### src/rtl/ofdm_pkg.sv
// Shared definitions for the OFDM transmit chain: modulation encodings,
// Q1.15 constellation level constants, and the mapper FSM state type.
// Purely declarative; no latency or backpressure of its own.
package ofdm_pkg;

  // Modulation select encodings (2'b11 is treated as QPSK by consumers)
  localparam logic [1:0] MOD_QPSK  = 2'b00;
  localparam logic [1:0] MOD_16QAM = 2'b01;
  localparam logic [1:0] MOD_64QAM = 2'b10;

  // Per-axis amplitudes, already scaled into Q1.15 (level * unit A)
  localparam logic signed [15:0] QPSK_A   = 16'sh5A82;
  localparam logic signed [15:0] QAM16_L1 = 16'sh2AAA;
  localparam logic signed [15:0] QAM16_L3 = 16'sh7FFE;
  localparam logic signed [15:0] QAM64_L1 = 16'sh1249;
  localparam logic signed [15:0] QAM64_L3 = 16'sh36DB;
  localparam logic signed [15:0] QAM64_L5 = 16'sh5B6D;
  localparam logic signed [15:0] QAM64_L7 = 16'sh7FFF;

  typedef enum logic [1:0] {
    ST_IDLE  = 2'd0,
    ST_RUN   = 2'd1,
    ST_FLUSH = 2'd2,
    ST_CLOSE = 2'd3
  } state_t;

  // Bits consumed per complex symbol for a given modulation
  function automatic logic [6:0] bits_per_sym(input logic [1:0] mode);
    case (mode)
      MOD_16QAM: return 7'd4;
      MOD_64QAM: return 7'd6;
      default:   return 7'd2;
    endcase
  endfunction

endpackage

### src/rtl/gray_level_lut.sv
// Gray-coded axis bits -> signed Q1.15 level for QPSK / 16-QAM / 64-QAM.
// Latency: combinational. Backpressure: none (pure lookup).
// Ports: i_mod  modulation select
//        i_bits axis bits, right-aligned, first serial bit is the MSB
//        o_level signed Q1.15 amplitude for this axis
module gray_level_lut
  import ofdm_pkg::*;
(
  input  logic [1:0]        i_mod,
  input  logic [2:0]        i_bits,
  output logic signed [15:0] o_level
);

  always_comb begin
    o_level = QPSK_A;
    case (i_mod)
      MOD_16QAM: begin
        case (i_bits[1:0])
          2'b00:   o_level = -QAM16_L3;
          2'b01:   o_level = -QAM16_L1;
          2'b11:   o_level =  QAM16_L1;
          default: o_level =  QAM16_L3;
        endcase
      end
      MOD_64QAM: begin
        case (i_bits)
          3'b000:  o_level = -QAM64_L7;
          3'b001:  o_level = -QAM64_L5;
          3'b011:  o_level = -QAM64_L3;
          3'b010:  o_level = -QAM64_L1;
          3'b110:  o_level =  QAM64_L1;
          3'b111:  o_level =  QAM64_L3;
          3'b101:  o_level =  QAM64_L5;
          default: o_level =  QAM64_L7;
        endcase
      end
      // QPSK and the spare encoding: a single bit per axis, 0 -> +A
      default: o_level = i_bits[0] ? -QPSK_A : QPSK_A;
    endcase
  end

endmodule

### src/rtl/qam_mapper.sv
// Packs 32-bit words into a bit buffer and Gray-maps 2/4/6-bit groups to
// Q1.15 complex symbols. Latency: word accepted at edge E0, first symbol valid after E1.
// Backpressure: output stalls hold DAT_O/STB_O and stop pops; input ACK_O drops once the buffer cannot take a word.
// Ports: CLK_I/RST_I clock and async active-low reset
//        DAT_I/CYC_I/STB_I/WE_I/MOD_I/ACK_O  upstream word bus, mode latched at CYC_I rise
//        DAT_O {Im,Re}/CYC_O/STB_O/WE_O/ACK_I downstream symbol bus
module qam_mapper
  import ofdm_pkg::*;
#(
  parameter int DW    = 32,
  parameter int BUF_W = 64
) (
  input  logic          CLK_I,
  input  logic          RST_I,
  input  logic [DW-1:0] DAT_I,
  input  logic          CYC_I,
  input  logic          STB_I,
  input  logic          WE_I,
  input  logic [1:0]    MOD_I,
  output logic          ACK_O,
  output logic [31:0]   DAT_O,
  output logic          CYC_O,
  output logic          STB_O,
  output logic          WE_O,
  input  logic          ACK_I
);

  localparam logic [6:0] ACC_LIMIT = 7'(BUF_W - DW);
  localparam logic [6:0] WORD_BITS = 7'(DW);

  // Valid bits sit MSB-aligned in r_buf; everything below them is kept zero,
  // which makes the end-of-burst zero padding free.
  logic [BUF_W-1:0] r_buf;
  logic [6:0]       r_cnt;
  state_t           r_state;
  logic [1:0]       r_mod;
  logic             r_cyc_d;
  logic             r_pend;
  logic [1:0]       r_pend_mod;
  logic [31:0]      r_dat;
  logic             r_stb;

  logic [6:0]        w_n;
  logic              w_halt;
  logic              w_full_grp;
  logic              w_pop;
  logic [6:0]        w_pop_amt;
  logic              w_acc;
  logic [6:0]        w_cnt_pop;
  logic [6:0]        w_cnt_next;
  logic [BUF_W-1:0]  w_buf_next;
  logic              w_rise;
  logic [2:0]        w_i_bits;
  logic [2:0]        w_q_bits;
  logic signed [15:0] w_i_lvl;
  logic signed [15:0] w_q_lvl;

  always_comb begin
    w_n        = bits_per_sym(r_mod);
    w_halt     = r_stb & ~ACK_I;
    w_full_grp = (r_cnt >= w_n);
    // During FLUSH a short remainder is popped whole; the zero fill below it
    // supplies the padding.
    w_pop      = ~w_halt & (w_full_grp | ((r_state == ST_FLUSH) & (r_cnt != 7'd0)));
    w_pop_amt  = w_pop ? (w_full_grp ? w_n : r_cnt) : 7'd0;
    w_acc      = CYC_I & STB_I & WE_I & (r_state == ST_RUN) & (r_cnt <= ACC_LIMIT);
    w_cnt_pop  = r_cnt - w_pop_amt;
    // New word lands directly below whatever survives this cycle's pop
    w_buf_next = (r_buf << w_pop_amt)
               | (w_acc ? ({DAT_I, {(BUF_W-DW){1'b0}}} >> w_cnt_pop) : '0);
    w_cnt_next = w_cnt_pop + (w_acc ? WORD_BITS : 7'd0);
  end

  // First half of the group drives I, second half drives Q
  always_comb begin
    w_i_bits = 3'b000;
    w_q_bits = 3'b000;
    case (r_mod)
      MOD_16QAM: begin
        w_i_bits = {1'b0, r_buf[BUF_W-1 -: 2]};
        w_q_bits = {1'b0, r_buf[BUF_W-3 -: 2]};
      end
      MOD_64QAM: begin
        w_i_bits = r_buf[BUF_W-1 -: 3];
        w_q_bits = r_buf[BUF_W-4 -: 3];
      end
      default: begin
        w_i_bits = {2'b00, r_buf[BUF_W-1]};
        w_q_bits = {2'b00, r_buf[BUF_W-2]};
      end
    endcase
  end

  gray_level_lut u_lut_i (
    .i_mod   (r_mod),
    .i_bits  (w_i_bits),
    .o_level (w_i_lvl)
  );

  gray_level_lut u_lut_q (
    .i_mod   (r_mod),
    .i_bits  (w_q_bits),
    .o_level (w_q_lvl)
  );

  assign w_rise = CYC_I & ~r_cyc_d;

  always_ff @(posedge CLK_I or negedge RST_I) begin
    if (!RST_I) begin
      r_buf      <= '0;
      r_cnt      <= 7'd0;
      r_state    <= ST_IDLE;
      r_mod      <= MOD_QPSK;
      r_cyc_d    <= 1'b0;
      r_pend     <= 1'b0;
      r_pend_mod <= MOD_QPSK;
      r_dat      <= 32'd0;
      r_stb      <= 1'b0;
    end else begin
      r_buf   <= w_buf_next;
      r_cnt   <= w_cnt_next;
      r_cyc_d <= CYC_I;

      if (w_pop) begin
        r_dat <= {w_q_lvl, w_i_lvl};
        r_stb <= 1'b1;
      end else if (ACK_I) begin
        r_stb <= 1'b0;
      end

      // A burst that opens before we are back in IDLE is remembered, with
      // the mode seen at its own rising edge, and started once IDLE is reached.
      if (!CYC_I) begin
        r_pend <= 1'b0;
      end else if (w_rise && (r_state != ST_IDLE)) begin
        r_pend     <= 1'b1;
        r_pend_mod <= MOD_I;
      end else if (r_state == ST_IDLE) begin
        r_pend <= 1'b0;
      end

      case (r_state)
        ST_IDLE: begin
          if (w_rise) begin
            r_mod   <= MOD_I;
            r_state <= ST_RUN;
          end else if (r_pend && CYC_I) begin
            r_mod   <= r_pend_mod;
            r_state <= ST_RUN;
          end
        end
        ST_RUN:   if (!CYC_I) r_state <= ST_FLUSH;
        ST_FLUSH: if (r_cnt == 7'd0) r_state <= ST_CLOSE;
        ST_CLOSE: if (!w_halt) r_state <= ST_IDLE;
        default:  r_state <= ST_IDLE;
      endcase
    end
  end

  assign ACK_O = w_acc;
  assign DAT_O = r_dat;
  assign STB_O = r_stb;
  assign WE_O  = r_stb;
  assign CYC_O = (r_state != ST_IDLE);

endmodule

### config.mk
export PLATFORM = sky130hd
export DESIGN_NAME = qam_mapper
export DESIGN_NICKNAME = d
export VERILOG_FILES = /design/src/rtl/ofdm_pkg.sv /design/src/rtl/gray_level_lut.sv /design/src/rtl/qam_mapper.sv
export SDC_FILE = /design/constraint.sdc
export NUM_CORES = 1
export LEC_CHECK = 0
export CAP_MARGIN = 20
export CORE_MARGIN = 2
export CORE_UTILIZATION = 54
export DETAILED_ROUTE_END_ITERATION = 7
export MAX_ROUTING_LAYER = met4
export PLACE_DENSITY = 0.87
export SYNTH_ARGS = -nofsm -noshare
export SYNTH_HDL_FRONTEND = slang
export SYNTH_SLANG_ARGS = --single-unit
### constraint.sdc
create_clock -name CLK_I -period 5 [get_ports CLK_I]
set_clock_uncertainty 0.2 [all_clocks]
set_input_delay 1 -clock CLK_I [delete_from_list [all_inputs] [get_ports CLK_I]]
set_output_delay 1 -clock CLK_I [all_outputs]
set_load 0.05 [all_outputs]
==> impl_results.md <==
* Critical Path Fanout Max at 52
* Largest net degree at the start of global routing at 66
* Final period utilization at 96.3%
* Max Fclk at 0.208 GHz
* Actual slew at the worst max-slew pin at 1.04 ns
* CTS H-tree lvls at 3
* DR vias at 9114
* Launching element type of the critical path: flop
* Detail Placement HPWL at 24.1 mm
* Vias in the first global route at 8670
* Mapped Avg Cell Area at 8.52 um^2
* CTS Buf Count at 9
* Multi-input gate area at 6210 um^2
* DRC at 0
* Outcome: finished, final reports clean
* Netlist Area Pre-Place at 9390 um^2
* Library cells used by synthesis at 79
* Most common flop cell mapped by yosys: dfrtp_1
* Most numerous cell in the Yosys netlist: nand2_1
* Antenna violations before repair at 0
* I/O pin count at 76
* Reg-to-reg setup timing slack at 0.18 ns
* Final setup viols at 0
* RD Place Congestion at 1.03
* FF+latch area at 2680 um^2
* Detailed router's first-iteration violation count at 1062
* Worst Setup End Kind: flop
* Setup CP Type: reg2reg
* Port buffer count at 75
* Flops & latches, synth at 107
* Clock root cell: clkbuf_16
* Asr flop ratio synth at 100%
* RSZ-0062 raised after global routing: false
* Required time worst endpoint at 5.02 ns
* Total wire length at 31.8 mm
* Wire per inst at 22.7 um
* Layout area overhead at 16.0%
* Total gr overflow at 0
* First-pass GRT wire length at 49.3 mm
* Register area share after synthesis at 28.5%
* Die height at 136 um
* Total number of yosys warnings at 0
* Finished Layout Cells at 1398
* Data arrival, critical path at 4.84 ns
* Post-synth EDFFs at 0
* Die W at 136 um
* Mapped Cells at 1102
* Antenna diode count at 0
* Largest cells by area after synthesis: dfrtp_1 29%, mux2i_1 16%, nand2_1 6.1%
* Rows at 48
* Number of clock sinks at 107
* Hold crit path type: in2async
* Max-cap violations at 0
* GRT Overall Usage at 36.0%
* Die Footprint at 18500 um^2
* Slew Limit Fails at 0
* Layout net count at 1234
* Commonest cells post-synth: 153 x nand2_1, 151 x mux2i_1, 119 x nor2_1, 107 x dfrtp_1, 54 x o21ai_0
* Yosys top cell by area: dfrtp_1
* Share of cells above drive strength 1 at 13.1%
* Antenna Violating Nets Remaining at 0
* Worst-path clk slew at 0.08 ns
* Core Footprint at 17200 um^2
* Worst hold slack at 0.230 ns
* Clk_lat worst skew at 0.36 ns
* Endpoints failing hold at 0
* Via density at 6.52
* Setup TNS at 0 ns
* Post-route minimum period at 4.82 ns
* Clock buffer depth at 2
* Post-CTS Hold Fix Bufs at 0
* Max-Slew Margin vs Limit at 30.5%
* Top cell type's share of synthesized area at 28.5%
* Filler cells at 1520
* First-pass DRT Iterations at 7
* TritonCTS clock tree: yes
* Initial Util at 54.7%
* Placed insts at 1380
==> cell usage in the layout (no fill, tap or decap), types with 8 or more instances in the layout <==
master,synthesis,final
a22oi_1,12,12
a211oi_1,9,9
a21oi_1,49,48
nand3_1,32,32
dfrtp_1,107,107
o211ai_1,14,14
mux2i_1,151,150
mux4_2,24,24
nor2_1,119,119
nand2_1,153,153
o221ai_1,8,8
buf_4,9,56
inv_1,33,32
mux2_2,26,26
o31ai_1,9,9
clkdlybuf4s50_1,0,74
nor3_1,26,26
nand2b_1,9,9
o21ai_0,54,54
clkbuf_16,0,9
ha_1,25,24
o22ai_1,31,31
nor2b_1,9,9
==> flip-flops by register name, indices dropped and copies added, names as in the netlist <==
name        flops
r_mod           2
r_cyc_d         1
DAT_O          27
r_buf          64
STB_O           1
r_cnt           7
r_pend_mod      2
r_pend          1
r_state         2
==> path summary, 6_finish.rpt <==
path                             end  startpoint  depth (start not counted)
max                        r_buf[31]    r_mod[0]                         15
min                         DAT_O[3]       RST_I                          1
max reg2reg                r_buf[31]    r_mod[0]                         15
min reg2reg                 DAT_O[9]    DAT_O[9]                          2
max in group asynchronous  r_buf[26]       RST_I                          2
min in group CLK_I          DAT_O[9]    DAT_O[9]                          2
==> stage by stage <==
step	setup slack [ns]	cell area [um^2]	util [%]
after floorplan	0.00809	9400	-
after global placement	0.0128	10500	61.4
after detailed placement	0.0375	10500	61.4
after CTS	0.0952	10900	63.2
after global routing	0.0285	10900	63.4
final	0.184	10900	63.4
==> repair_timing <==
item / 4_1_cts / 5_1_grt
hold endpoints to repair: 0 / 0
setup endpoints to repair: 0 / 5
gates resized for setup: 0 / 3
setup buffers: 0 / 1
==> kinds of logic after synthesis <==
group,Yosys count,share of synthesized area (%)
simple gates,386,18.0
compound gates,254,18.1
mux,202,25.1
buf+inv,120,6.17
flops,107,28.5
fa+ha+maj,26,3.54
xor+xnor,6,0.560
other cells,1,0.0399
==> final cells by class <==
class,instances,share of cell area [%]
multi-input combinational,877,57.0
sequential,107,24.6
timing repair buffer,135,11.6
tap,225,2.59
clock buffer,10,2.19
inverter,37,1.32
clock inverter,6,0.701
timing repair inverter,1,0.0460
==> per-layer routing <==
metal | share of wire (%) | track usage [%] | up-vias
met5 | 0 | - | -
met4 | 3.3 | 12.6 | 0
met3 | 8.4 | 7.64 | 69
met2 | 45 | 53.3 | 531
met1 | 43 | 49.2 | 4376
li1 | - | - | 4138
==> worst max-delay path: stages (launching register included) <==
cell	delay, ns
dfrtp_1	0.38
inv_1	0.07
ha_1	0.31
ha_1	0.18
or2_2	0.28
a2111o_1	0.46
mux2_4	0.41
ha_1	0.29
nor2b_1	0.23
o22a_1	0.27
xnor2_4	0.19
buf_12	0.29
mux2_2	0.38
mux2i_1	0.27
nor3_1	0.08
o31ai_1	0.37
Power is left out: the tool's default activity adds up to more than one toggle a clock period on the data nets, which glitch-free logic cannot reach.
